[config.mk]
export PLATFORM = sky130hd
export DESIGN_NAME = mux_scan_ctrl_flat
export DESIGN_NICKNAME = d
export VERILOG_FILES = /design/src/rtl/mux_scan_ctrl_pkg.sv /design/src/rtl/mux_scan_ctrl_if.sv /design/src/rtl/mux_scan_ctrl_next_ch.sv /design/src/rtl/mux_scan_ctrl.sv /design/src/flat_wrapper.sv
export SDC_FILE = /design/constraint.sdc
export NUM_CORES = 1
export LEC_CHECK = 0
export BUFFER_PORTS_ARGS = -buffer_cell sky130_fd_sc_hd__buf_4
export CAP_MARGIN = 0
export CORE_ASPECT_RATIO = 0.8
export CORE_MARGIN = 5
export CORE_UTILIZATION = 30
export CTS_CLUSTER_DIAMETER = 50
export DETAILED_ROUTE_END_ITERATION = 8
export HOLD_SLACK_MARGIN = 0.02
export MAX_ROUTING_LAYER = met4
export PLACE_DENSITY_LB_ADDON = 0.05
export SLEW_MARGIN = 10
export SYNTH_ARGS = -nofsm -noshare
export SYNTH_HDL_FRONTEND = slang
export SYNTH_HIERARCHICAL = 1
export SYNTH_SLANG_ARGS = --single-unit
[constraint.sdc]
create_clock -name clk -period 4.1 [get_ports clk]
set_clock_uncertainty 0.05 [all_clocks]
set_input_delay 0.205 -clock clk [delete_from_list [all_inputs] [get_ports clk]]
set_output_delay 0.205 -clock clk [all_outputs]
set_load 0.005 [all_outputs]
[src/rtl/mux_scan_ctrl_pkg.sv]
// -----------------------------------------------------------------------------
// mux_pkg
// Shared definitions for the 4:1 mux scan controller:
//   - state_e : FSM state encoding (IDLE=0, SCAN=1, DONE=2)
//   - CH_A..CH_D : channel indices as they appear on {s1,s0}
// -----------------------------------------------------------------------------
package mux_pkg;

    typedef enum logic [1:0] {
        IDLE = 2'd0,
        SCAN = 2'd1,
        DONE = 2'd2
    } state_e;

    localparam logic [1:0] CH_A = 2'd0;
    localparam logic [1:0] CH_B = 2'd1;
    localparam logic [1:0] CH_C = 2'd2;
    localparam logic [1:0] CH_D = 2'd3;

endpackage

[src/rtl/mux_scan_ctrl_if.sv]
// -----------------------------------------------------------------------------
// mux_scan_ctrl_if
// Bundles the scan request, mux observation and result signals of
// mux_scan_ctrl.
//   start   : scan request (master -> slave)
//   mask    : 4-bit channel enable, bit i = mux input i
//   dwell   : cycles per channel, 0 behaves as 1
//   mux_out : output of the mux being scanned
//   s0, s1  : mux select, channel = {s1,s0}
//   busy    : scan in progress (SCAN and DONE)
//   done    : one-cycle completion pulse
//   samples : captured mux_out per channel
// Modports: master = requester/mux side, slave = controller side.
// -----------------------------------------------------------------------------
interface mux_scan_ctrl_if #(
    parameter int DWELL_W = 4
);
    logic               start;
    logic [3:0]         mask;
    logic [DWELL_W-1:0] dwell;
    logic               mux_out;
    logic               s0;
    logic               s1;
    logic               busy;
    logic               done;
    logic [3:0]         samples;

    modport master (
        output start, mask, dwell, mux_out,
        input  s0, s1, busy, done, samples
    );

    modport slave (
        input  start, mask, dwell, mux_out,
        output s0, s1, busy, done, samples
    );
endinterface

[src/rtl/mux_scan_ctrl_next_ch.sv]
// -----------------------------------------------------------------------------
// mux_next_ch
// Purely combinational next-enabled-channel finder.
//   mask  : 4-bit channel enable
//   cur   : current channel index
//   nxt   : lowest set mask bit strictly above cur (cur when none)
//   valid : a higher set bit exists
// -----------------------------------------------------------------------------
module mux_next_ch
    import mux_pkg::*;
(
    input  logic [3:0] mask,
    input  logic [1:0] cur,
    output logic [1:0] nxt,
    output logic       valid
);

    // Scan from the top down so the lowest qualifying bit is the last write.
    always_comb begin
        nxt   = cur;
        valid = 1'b0;
        for (int i = 3; i >= 0; i--) begin
            if (mask[i] && (i > int'(cur))) begin
                nxt   = 2'(i);
                valid = 1'b1;
            end
        end
    end

endmodule

[src/rtl/mux_scan_ctrl.sv]
// -----------------------------------------------------------------------------
// mux_scan_ctrl
// Steps a 4:1 mux through the channels enabled in mask, holding each for
// 'dwell' cycles and (optionally) capturing mux_out on the last dwell cycle.
// Ports:
//   clk   : rising-edge clock
//   rst_n : asynchronous active-low reset
//   bus   : mux_scan_ctrl_if.slave (start/mask/dwell/mux_out in,
//           s0/s1/busy/done/samples out)
// Configuration macro: MUX_SCAN_CAPTURE_EN -- when defined, builds the
// samples capture register; otherwise samples reads 4'b0000 and mux_out is
// not observed. Select sequencing and busy/done timing do not depend on it.
// -----------------------------------------------------------------------------
module mux_scan_ctrl
    import mux_pkg::*;
#(
    parameter int DWELL_W = 4
) (
    input  logic            clk,
    input  logic            rst_n,
    mux_scan_ctrl_if.slave  bus
);

    state_e             state_q, state_d;
    logic [1:0]         ch_q, ch_d;
    logic [DWELL_W-1:0] cnt_q, cnt_d;
    logic [3:0]         mask_q, mask_d;
    logic [DWELL_W-1:0] dwell_q, dwell_d;

    logic [DWELL_W-1:0] dwell_eff;
    logic [1:0]         first_above;
    logic               first_above_vld;
    logic [1:0]         first_ch;
    logic               first_vld;
    logic [1:0]         nxt_ch;
    logic               nxt_vld;
    logic               last_dwell;

    assign dwell_eff = (bus.dwell == '0) ? DWELL_W'(1) : bus.dwell;

    // Lowest enabled channel of the incoming mask: channel A itself, or the
    // first set bit above it.
    mux_next_ch u_first (
        .mask  (bus.mask),
        .cur   (CH_A),
        .nxt   (first_above),
        .valid (first_above_vld)
    );
    assign first_ch  = bus.mask[CH_A] ? CH_A : first_above;
    assign first_vld = bus.mask[CH_A] | first_above_vld;

    mux_next_ch u_next (
        .mask  (mask_q),
        .cur   (ch_q),
        .nxt   (nxt_ch),
        .valid (nxt_vld)
    );

    // Counter is loaded with the latched dwell (never 0); <= guards a stray 0.
    assign last_dwell = (cnt_q <= DWELL_W'(1));

    always_comb begin
        state_d = state_q;
        ch_d    = ch_q;
        cnt_d   = cnt_q;
        mask_d  = mask_q;
        dwell_d = dwell_q;
        case (state_q)
            IDLE: begin
                if (bus.start) begin
                    mask_d  = bus.mask;
                    dwell_d = dwell_eff;
                    if (first_vld) begin
                        ch_d    = first_ch;
                        cnt_d   = dwell_eff;
                        state_d = SCAN;
                    end else begin
                        state_d = DONE;
                    end
                end
            end
            SCAN: begin
                if (last_dwell) begin
                    if (nxt_vld) begin
                        ch_d  = nxt_ch;
                        cnt_d = dwell_q;
                    end else begin
                        state_d = DONE;
                    end
                end else begin
                    cnt_d = cnt_q - DWELL_W'(1);
                end
            end
            DONE:    state_d = IDLE;
            default: state_d = IDLE;
        endcase
    end

    always_ff @(posedge clk or negedge rst_n) begin
        if (!rst_n) begin
            state_q <= IDLE;
            ch_q    <= CH_A;
            cnt_q   <= '0;
            mask_q  <= 4'b0000;
            dwell_q <= '0;
        end else begin
            state_q <= state_d;
            ch_q    <= ch_d;
            cnt_q   <= cnt_d;
            mask_q  <= mask_d;
            dwell_q <= dwell_d;
        end
    end

    assign bus.s0   = ch_q[0];
    assign bus.s1   = ch_q[1];
    assign bus.busy = (state_q != IDLE);
    assign bus.done = (state_q == DONE);

`ifdef MUX_SCAN_CAPTURE_EN
    logic [3:0] samples_q, samples_d;
    logic       cap_en;

    assign cap_en = (state_q == SCAN) && last_dwell;

    always_comb begin
        samples_d = samples_q;
        if (cap_en) begin
            samples_d[ch_q] = bus.mux_out;
        end
    end

    always_ff @(posedge clk or negedge rst_n) begin
        if (!rst_n) begin
            samples_q <= 4'b0000;
        end else begin
            samples_q <= samples_d;
        end
    end

    assign bus.samples = samples_q;
`else
    assign bus.samples = 4'b0000;
`endif

endmodule

[src/flat_wrapper.sv]
// flat-port wrapper written by rule: the top's interface ports become plain ports
module mux_scan_ctrl_flat import mux_pkg::*;
#(
    parameter int DWELL_W = 4
)
  (clk, rst_n, bus_start, bus_mask, bus_dwell, bus_mux_out, bus_s0, bus_s1, bus_busy, bus_done, bus_samples);
  mux_scan_ctrl_if #(.DWELL_W(DWELL_W)) bus_i ();
  input  logic clk;
  input  logic rst_n;
  input wire logic [$bits(bus_i.start)-1:0] bus_start;
  input wire logic [$bits(bus_i.mask)-1:0] bus_mask;
  input wire logic [$bits(bus_i.dwell)-1:0] bus_dwell;
  input wire logic [$bits(bus_i.mux_out)-1:0] bus_mux_out;
  output wire logic [$bits(bus_i.s0)-1:0] bus_s0;
  output wire logic [$bits(bus_i.s1)-1:0] bus_s1;
  output wire logic [$bits(bus_i.busy)-1:0] bus_busy;
  output wire logic [$bits(bus_i.done)-1:0] bus_done;
  output wire logic [$bits(bus_i.samples)-1:0] bus_samples;
  assign bus_i.start = bus_start;
  assign bus_i.mask = bus_mask;
  assign bus_i.dwell = bus_dwell;
  assign bus_i.mux_out = bus_mux_out;
  assign bus_s0 = bus_i.s0;
  assign bus_s1 = bus_i.s1;
  assign bus_busy = bus_i.busy;
  assign bus_done = bus_i.done;
  assign bus_samples = bus_i.samples;
  mux_scan_ctrl #(.DWELL_W(DWELL_W)) u_core (.clk(clk), .rst_n(rst_n), .bus(bus_i));
endmodule
==> key figures, run 1 <==
Run status
  – Status: finished clean

Setup path
  – R2R Setup Slk: 2080 ps
  – Worst setup SP type: flop
  – Setup CP Type: reg2reg
  – WP data arrival: 2100 ps
  – Critical path fanouts, max: 9
  – Most frequent CP cell: nor2_1
  – Crit-path cells: inv_1 > ha_1 > nor2_1 > nor3_4 > mux2_2 > a311oi_1 > nor2_1
  – Number of cells on the worst reg-to-reg path: 7
  – CP required: 4180 ps
  – CP endpoint kind: flop
  – Delay of the slowest critical-path stage: 430 ps
  – Slowest cell on crit path: dfrtp_1
  – Worst r2r dst: u_core/cnt_q[0]
  – Critical R2R Launch: u_core/cnt_q[0]

Detailed routing
  – Wire length on met2: 913 µm
  – WL met3: 179 µm
  – DRC: 0
  – Metal-1 WL: 989 µm
  – Max Used Layer: met4
  – ANT nets after route: 0
  – Total number of vias: 781
  – Iteration count of the initial detailed-routing pass: 4
  – Routed wire per std cell: 12.6 µm
  – Vias/cell: 4.68
  – Post-detailed-routing wire length: 2.10 mm
  – Initial drt markers: 20

Worst hold path
  – Hold Path Class: in2reg
  – HP Start: bus_dwell[1]
  – Hold EP: u_core/dwell_q[1]
  – WHS Path Cells: 2

Pwr
  – Power Dens Cells: 782 nW/µm²
  – Pleak: 0.000541 µW
  – Max VDD drop: 233 µV

Die
  – Initial Utilization: 0.317
  – Die height: 61.6 µm
  – Die extent in x: 74.5 µm
  – CORE AREA: 3150 µm²
  – Full die area: 4590 µm²
  – Top-Level Pins: 20
  – Row cnt: 18

Job
  – Max-cap viol count: 0

CTS
  – H-tree lvl count: 1
  – Maximum buffer depth of the clock tree: 2
  – Post-CTS Repair Setup Buffers: 0
  – Cts hold-fix bufs: 1
  – Clk root buf: clkbuf_8
  – PostCTS Resize Cnt: 0
  – CTS Sinks: 15
  – CTS tree: done
  – Num CTS Buffers: 3
  – Clock slew at reported path FFs: 60 ps
  – Clock Latency Late Sink: 250 ps

Layout
  – Layout Nets: 142
  – Post-route cell area: 1210 µm²
  – Area growth, synth to finish: 20.7%
  – Share of layout cells above drive strength 1: 0.339
  – Fillers: 330
  – Post-Route Utilization: 0.383
  – Antenna cells: 0

Place
  – IO Port Bufs: 14
  – Routability Congestion: 0.769
  – Placed cell area: 1150 µm²
  – Place WS: 2120 ps
  – Final HPWL from detailed placement: 1.64 mm

GRT
  – Antenna violations before repair: 0
  – GR Util All Layers: 0.110
  – Grt ovf: 0
  – Global-route wire length before repair: 3.55 mm
  – Pin count of the biggest net entering global routing: 16
  – Number of global-route vias before repair: 784

Logic synthesis
  – Synthesized area: 1000 µm²
  – Post-synthesis cell count: 104
  – Syn. warnings: 6
  – Mean post-synth cell area: 9.61 µm²

STA
  – Final Hold Viols: 0
  – Max-slew headroom: 0.591
  – Post-layout min period: 2020 ps
  – Worst Hold Slack: 155 ps
  – Worst Max-Slew Pin Slew: 613 ps
  – Final Max Slew Viols: 0
  – Final setup violating endpoints: 0
  – Fin crit share: 0.493
  – Unrepaired setup endpoints after global routing: false
  – Max Fclk: 0.495 GHz
  – Setup WS post-layout: 2080 ps
  – Setup TNS: 0 ps
==> worst max path at each step <==
| stage | from | end | slack [ps] | cells after the start |
|---|---|---|---|---|
| 2_1_floorplan | u_core/cnt_q[0] | u_core/cnt_q[0] | 2300 | 7 |
| 3_5_place_dp | u_core/cnt_q[0] | u_core/cnt_q[0] | 2120 | 7 |
| 5_1_grt | u_core/cnt_q[0] | u_core/cnt_q[0] | 1900 | 7 |
| 4_1_cts | u_core/cnt_q[0] | u_core/cnt_q[0] | 2070 | 7 |
| 6_report | u_core/cnt_q[0] | u_core/cnt_q[0] | 2080 | 7 |
| 3_3_place_gp | u_core/cnt_q[0] | u_core/cnt_q[0] | 2140 | 7 |
==> placed cells by master, fill, tap and decap left out, types with 2 or more instances in the layout <==
cell      count
buf_4        14
nand3b_1      2
nor3b_2       2
inv_2         3
a21oi_1       3
o22ai_1       3
dfrtp_1      15
o21ai_0       5
nor2_1       14
nand2_1       4
nor3_1        2
nor2b_2       2
conb_1       10
nor2_4        2
inv_1         9
a21oi_2       4
ha_1          2
clkbuf_8      3
nand2b_1      2
mux2_2        7
mux2_4        2
==> layer usage <==
| metal | track usage | up-vias |
|---|---|---|
| met5 | - | - |
| met1 | 0.133 | 364 |
| met3 | 0.0408 | 2 |
| met2 | 0.171 | 23 |
| met4 | 0.0381 | 0 |
| li1 | - | 392 |
==> worst max-delay path: cells and delay by family, from the launching register on <==
family | cells | cell delay [ps]
and+or+nand+nor | 3 | 490
muxes | 1 | 390
DFF | 1 | 430
AOI/OAI and AO/OA | 1 | 250
buffers and inverters | 1 | 100
adders and majority gates | 1 | 190
==> area by class of cell <==
| class | count | area [µm²] | area share |
|---|---|---|---|
| timing repair buffer | 15 | 115 | 0.0954 |
| sequential | 15 | 375 | 0.311 |
| clock buffer | 4 | 45.0 | 0.0373 |
| multi-input combinational | 81 | 576 | 0.477 |
| tap | 40 | 50.0 | 0.0415 |
| inverter | 12 | 45.0 | 0.0373 |
==> state kept, by name, summed over array words and instances, names as in the netlist <==
signal	count
u_core/ch_q	2
u_core/cnt_q	4
u_core/dwell_q	4
u_core/mask_q	3
u_core/state_q	2
==> metrics by stage <==
| step | total power [µW] | instances |
|---|---|---|
| final | 943 | 167 |
| after global placement | 817 | 162 |
| after floorplan | 713 | 113 |
| after detailed placement | 826 | 162 |
| after CTS | 956 | 167 |
| after global routing | 1030 | 167 |
==> power breakdown <==
group          internal [µW]  switching (µW)  total [µW]
combinational            258             259         516
sequential               226            79.5         305
clock                   68.9            52.9         122
Note: power is estimated with default switching activity, not from simulation.
==> inputs of run 2 (changes only) <==
clock period = 1.7 ns   (was 4.1 ns; I/O delays follow)
==> run 2 against run 1 <==
The run now ends with setup timing left; register-to-register slack got worse by 2100 ps; combinational power grew to 3.4 times the previous value; power rose to 3.0 times the previous value; core utilization up 6.2 points; critical endpoint is now u_core/ch_q[1].
==> key figures, run 2 (synthesized netlist as in run 1, its figures left out) <==
Pwr
  – Power Dens Cells: 1990 nW/µm²
  – Max VDD drop: 611 µV
  – Pleak: 0.000644 µW

Detailed routing
  – ANT nets after route: 0
  – Initial drt markers: 16
  – Total number of vias: 843
  – Iteration count of the initial detailed-routing pass: 4
  – Routed wire per std cell: 12.8 µm
  – Vias/cell: 4.53
  – Post-detailed-routing wire length: 2.38 mm
  – DRC: 0

Place
  – Routability Congestion: 0.769
  – DP Cell Count: 174
  – Final HPWL from detailed placement: 1.84 mm
  – Place WS: -121 ps
  – IO Port Bufs: 14

Die
  – CORE AREA: 3150 µm²
  – Initial Utilization: 0.317
  – Die extent in x: 74.5 µm
  – Row cnt: 18
  – Full die area: 4590 µm²
  – Top-Level Pins: 20
  – Die height: 61.6 µm

Setup path
  – Setup CP Type: reg2reg
  – CP required: 1790 ps
  – Critical path fanouts, max: 3
  – WP data arrival: 1840 ps
  – Slowest cell on crit path: dfrtp_1
  – Crit-path cells: inv_2 > a21oi_2 > o22ai_2 > nand2_1 > o31a_1 > or2_4 > nor2_4 > mux2_4
  – Delay of the slowest critical-path stage: 390 ps
  – Family with the most delay on the worst path: simple AND/OR/NAND/NOR gates
  – CP endpoint kind: flop
  – Bufs and invs on worst path: 1
  – Worst setup SP type: flop

CTS
  – H-tree lvl count: 1
  – CTS tree: done
  – Clock slew at reported path FFs: 60 ps
  – Clock Latency Late Sink: 250 ps
  – Num CTS Buffers: 3
  – Maximum buffer depth of the clock tree: 2
  – CTS Sinks: 15
  – Clk root buf: clkbuf_8

Layout
  – Area of the multi-input gates: 624 µm²
  – Non-filler cells in the finished layout: 186
  – Area growth, synth to finish: 40.0%
  – Regs by FF count: u_core/cnt_q (4), u_core/dwell_q (4), u_core/mask_q (3)
  – Share of layout cells above drive strength 1: 0.486
  – Register area: 377 µm²
  – Fillers: 332
  – Layout Nets: 161
  – Commonest non-fill, non-tap cell in the layout: buf_4
  – Antenna cells: 0
  – Commonest cells after routing, fill and taps aside: 33 x buf_4, 14 x dfrtp_1, 13 x nor2_1

GRT
  – Number of global-route vias before repair: 821
  – GR Util All Layers: 0.112
  – Global-route wire length before repair: 3.71 mm
  – Grt ovf: 0
  – Pin count of the biggest net entering global routing: 16
  – Antenna violations before repair: 0

STA
  – Post-layout min period: 1760 ps
  – Final Hold Viols: 0
  – Setup WS post-layout: -57.0 ps
  – Fin crit share: 1.03
  – Max Fclk: 0.569 GHz
  – Unrepaired setup endpoints after global routing: true
  – Setup TNS: -141 ps
  – Final Max Slew Viols: 0
  – Final setup violating endpoints: 3

Run status
  – Failing checks: setup timing
  – Status: complete, but fails checks

Job
  – Max-cap viol count: 0

Worst hold path
  – Hold Path Class: in2reg
## run 2: cell count changes in the layout (fill, tap and decap cells not counted), moves of 2 or more
cell	delta
ha_4	+2
ha_1	-2
inv_1	-2
buf_4	+19
inv_2	+2
## run 2: final cells by class
cell class | instances | area share
Sequential cell | 15 | 0.269
Clock buffer | 3 | 0.0295
Tap cell | 40 | 0.0357
Inverter | 12 | 0.0322
Clock inverter | 1 | 0.00357
Multi-Input combinational cell | 81 | 0.446
Timing Repair Buffer | 34 | 0.184
## run 2: worst register-to-register path, stage by stage (launching register included)
cell and delay, ps:
dfrtp_1 390, inv_2 70, a21oi_2 50, o22ai_2 180, nand2_1 70, o31a_1 140
or2_4 270, nor2_4 120, mux2_4 300
## run 2: final timing paths
path	slack, ps	to	cells after the start	startpoint
hold / removal	30	u_core/mask_q[2]	2	bus_mask[2]
setup / recovery	-60	u_core/ch_q[1]	8	u_core/ch_q[1]
hold reg to reg	460	u_core/dwell_q[3]	1	u_core/dwell_q[3]
max in group asynchronous	1230	u_core/cnt_q[0]	2	rst_n
min in group asynchronous	180	u_core/ch_q[1]	2	rst_n
setup reg to reg	-60	u_core/ch_q[1]	8	u_core/ch_q[1]
## run 2: repair_timing
| item | 4_1_cts | 5_1_grt |
|---|---|---|
| pin swaps | 1 | 3 |
| endpoints found under the hold margin | 15 | 0 |
| hold buffers | 1 | 0 |
| gates cloned | 0 | 0 |
| buffers inserted | 3 | 4 |
| endpoints found under the setup margin | 5 | 6 |
| gates resized for setup | 3 | 0 |
## run 2: power by group
group          internal, µW  switching [µW]  total (µW)  leakage, µW
clock network           162             131         294    0.0000255
registers               547             174         721     0.000174
logic                   971             801        1770     0.000445
## run 2: per-layer routing
layer | track usage | wire [µm] | part of all wire | up-vias
li1 | - | - | - | 425
met1 | 0.143 | 1170 | 0.49 | 397
met2 | 0.176 | 1080 | 0.45 | 16
met3 | 0.0343 | 110 | 0.046 | 5
met4 | 0.0228 | 15 | 0.0063 | 0
met5 | - | 0 | 0 | -
## run 2: metrics by stage
| step | total power, µW | hold slack (ps) | area (µm²) | util |
|---|---|---|---|---|
| final | 2790 | 34.0 | 1400 | 0.444 |
| after global routing | 3000 | 31.2 | 1400 | 0.444 |
| after CTS | 2740 | 28.8 | 1370 | 0.435 |
| after detailed placement | 2330 | -92.8 | 1280 | 0.405 |
| after global placement | 2320 | -92.8 | 1280 | 0.405 |
| after floorplan | 1820 | -261 | 1070 | - |
==> inputs of run 3 (changes only) <==
CORE_ASPECT_RATIO = 1.4   (was 0.8)
CTS_BUF_LIST = sky130_fd_sc_hd__clkbuf_4   (was unset)
==> run 3 against run 2 <==
The flow still finishes with violations (setup timing); critical path depth did not move; clock power fell by 30%; power fell by 3.9%; combinational power barely moved; worst hold slack improved by 12 ps; non-clock buffer count rose by 4; global-route usage fell by 0.076 points; routed wire length fell by 5.6%; core utilization rose by 0.83 points; sequential share of layout area fell by 0.50 points; critical endpoint unchanged.
==> key figures, run 3 (synthesized netlist as in run 1, its figures left out) <==
Detailed routing
  – Vias/cell: 4.54
  – Post-detailed-routing wire length: 2.24 mm
  – DRC: 0
  – Total number of vias: 858
  – Iteration count of the initial detailed-routing pass: 2
  – ANT nets after route: 0
  – Routed wire per std cell: 11.9 µm
  – Initial drt markers: 5

GRT
  – Number of global-route vias before repair: 916
  – Pin count of the biggest net entering global routing: 16
  – GR Util All Layers: 0.111
  – Grt ovf: 0
  – Antenna violations before repair: 0
  – Global-route wire length before repair: 3.83 mm

Setup path
  – Family with the most delay on the worst path: simple AND/OR/NAND/NOR gates
  – Number of cells on the worst reg-to-reg path: 8
  – Setup CP Type: reg2reg
  – Crit path to: u_core/ch_q[1]
  – Crit-path cells: inv_2 > a21oi_2 > o22ai_2 > nand2_1 > o31a_1 > or2_4 > nor2_4 > mux2_4
  – Worst r2r dst: u_core/ch_q[1]
  – WP data arrival: 1850 ps
  – Critical R2R Launch: u_core/ch_q[1]
  – Worst setup SP type: flop
  – Delay of the slowest critical-path stage: 400 ps
  – Bufs and invs on worst path: 1
  – WP depth: 8
  – CP Launch Point: u_core/ch_q[1]
  – CP endpoint kind: flop
  – Slowest cell on crit path: dfrtp_1
  – CP required: 1820 ps
  – Critical path fanouts, max: 3
  – R2R Setup Slk: -30 ps

CTS
  – Clk root buf: clkbuf_4
  – H-tree lvl count: 1
  – Clock slew at reported path FFs: 90 ps
  – CTS Sinks: 15
  – Clock Latency Late Sink: 280 ps
  – CTS tree: done
  – Maximum buffer depth of the clock tree: 2
  – Num CTS Buffers: 3

STA
  – Setup WS post-layout: -28.9 ps
  – Final Max Slew Viols: 0
  – Final Hold Viols: 0
  – Post-layout min period: 1730 ps
  – Unrepaired setup endpoints after global routing: true
  – Max Fclk: 0.578 GHz
  – Worst Hold Slack: 45.7 ps
  – Final setup violating endpoints: 3
  – Fin crit share: 1.02

Pwr
  – Gate power share: 0.656
  – NetSw: 1050 µW
  – Max VDD drop: 759 µV
  – Pleak: 0.000652 µW
  – Clk pwr share: 0.077
  – Pint: 1630 µW
  – Power Dens Cells: 1880 nW/µm²
  – Switching share of total power: 0.391
  – Sequential power share: 0.267

Layout
  – Commonest cells after routing, fill and taps aside: 29 x buf_4, 14 x dfrtp_1, 13 x nor2_1
  – Post-Route Utilization: 0.452
  – Antenna cells: 0
  – Area growth, synth to finish: 42.7%
  – Layout Nets: 165
  – Regs by FF count: u_core/cnt_q (4), u_core/dwell_q (4), u_core/mask_q (3)
  – Commonest non-fill, non-tap cell in the layout: buf_4
  – Share of layout cells above drive strength 1: 0.453

Die
  – Row cnt: 24
  – Initial Utilization: 0.317
  – Die extent in x: 58.8 µm
  – Top-Level Pins: 20
  – CORE AREA: 3150 µm²
  – Die height: 78.3 µm
  – Full die area: 4600 µm²

Place
  – Routability Congestion: 0.772
  – Final HPWL from detailed placement: 1.84 mm
  – IO Port Bufs: 14

Run status
  – Failing checks: setup timing
  – Status: complete, but fails checks

Job
  – Max-cap viol count: 0

Worst hold path
  – Hold Path Class: in2reg
[run 3: cell count changes in the layout (fill, tap and decap cells not counted)]
cell | previous run | this run
a311oi_1 | 0 | 1
a311oi_2 | 1 | 0
buf_6 | 0 | 2
clkbuf_8 | 3 | 0
dlygate4sd3_1 | 1 | 7
buf_4 | 33 | 29
clkbuf_4 | 0 | 3
[run 3: area by class of cell]
| type | instances | area (µm²) |
|---|---|---|
| sequential | 15 | 377 |
| clock buffer | 3 | 22.5 |
| inverter | 12 | 45.0 |
| fill | 319 | 1730 |
| clock inverter | 1 | 5.00 |
| multi-input combinational | 81 | 618 |
| tap | 39 | 48.8 |
| timing repair buffer | 38 | 310 |
[run 3: routing by layer]
metal	up-vias	part of all wire	track usage
li1	436	-	-
met1	410	0.38	0.115
met2	10	0.58	0.199
met3	2	0.025	0.0115
met4	0	0.015	0.0612
met5	-	0	-
[run 3: how the worst min path moves through the flow]
| stage | startpoint | to | cells past startpoint |
|---|---|---|---|
| after floorplan | rst_n | u_core/ch_q[0] | 0 |
| after global placement | rst_n | u_core/ch_q[0] | 1 |
| after detailed placement | rst_n | u_core/ch_q[1] | 1 |
| after CTS | bus_dwell[0] | u_core/dwell_q[0] | 3 |
| after global routing | bus_dwell[0] | u_core/dwell_q[0] | 3 |
| final | bus_dwell[0] | u_core/dwell_q[0] | 3 |
[run 3: power groups by stage]
stage	Combinational, µW	Clock (µW)	Sequential (µW)
2_1_floorplan	1110	0	705
3_3_place_gp	1560	0	722
3_5_place_dp	1560	0	725
4_1_cts	1720	219	724
5_1_grt	1940	236	749
6_report	1760	205	715
[run 3: what timing repair did]
action	CTS	global route
buffers inserted	4	2
hold buffers	7	0
endpoints found under the setup margin	5	6
resized for setup	3	1
pin swaps	5	7
endpoints found under the hold margin	22	0
[run 3: tightest hold or removal path, stage by stage]
cell     delay, ps
buf_4           80
nor2_1          50
a21oi_1        120
[run 3: per-stage QoR]
stage | setup TNS [ps] | total power [µW] | cell area (µm²) | setup WS [ps] | instances
2_1_floorplan | -191 | 1820 | 1070 | -71.9 | 113
3_3_place_gp | -223 | 2280 | 1270 | -73.5 | 172
3_5_place_dp | -253 | 2280 | 1270 | -88.4 | 172
4_1_cts | -140 | 2660 | 1410 | -60.1 | 187
5_1_grt | -638 | 2930 | 1430 | -128 | 189
6_report | -75.5 | 2680 | 1430 | -28.9 | 189
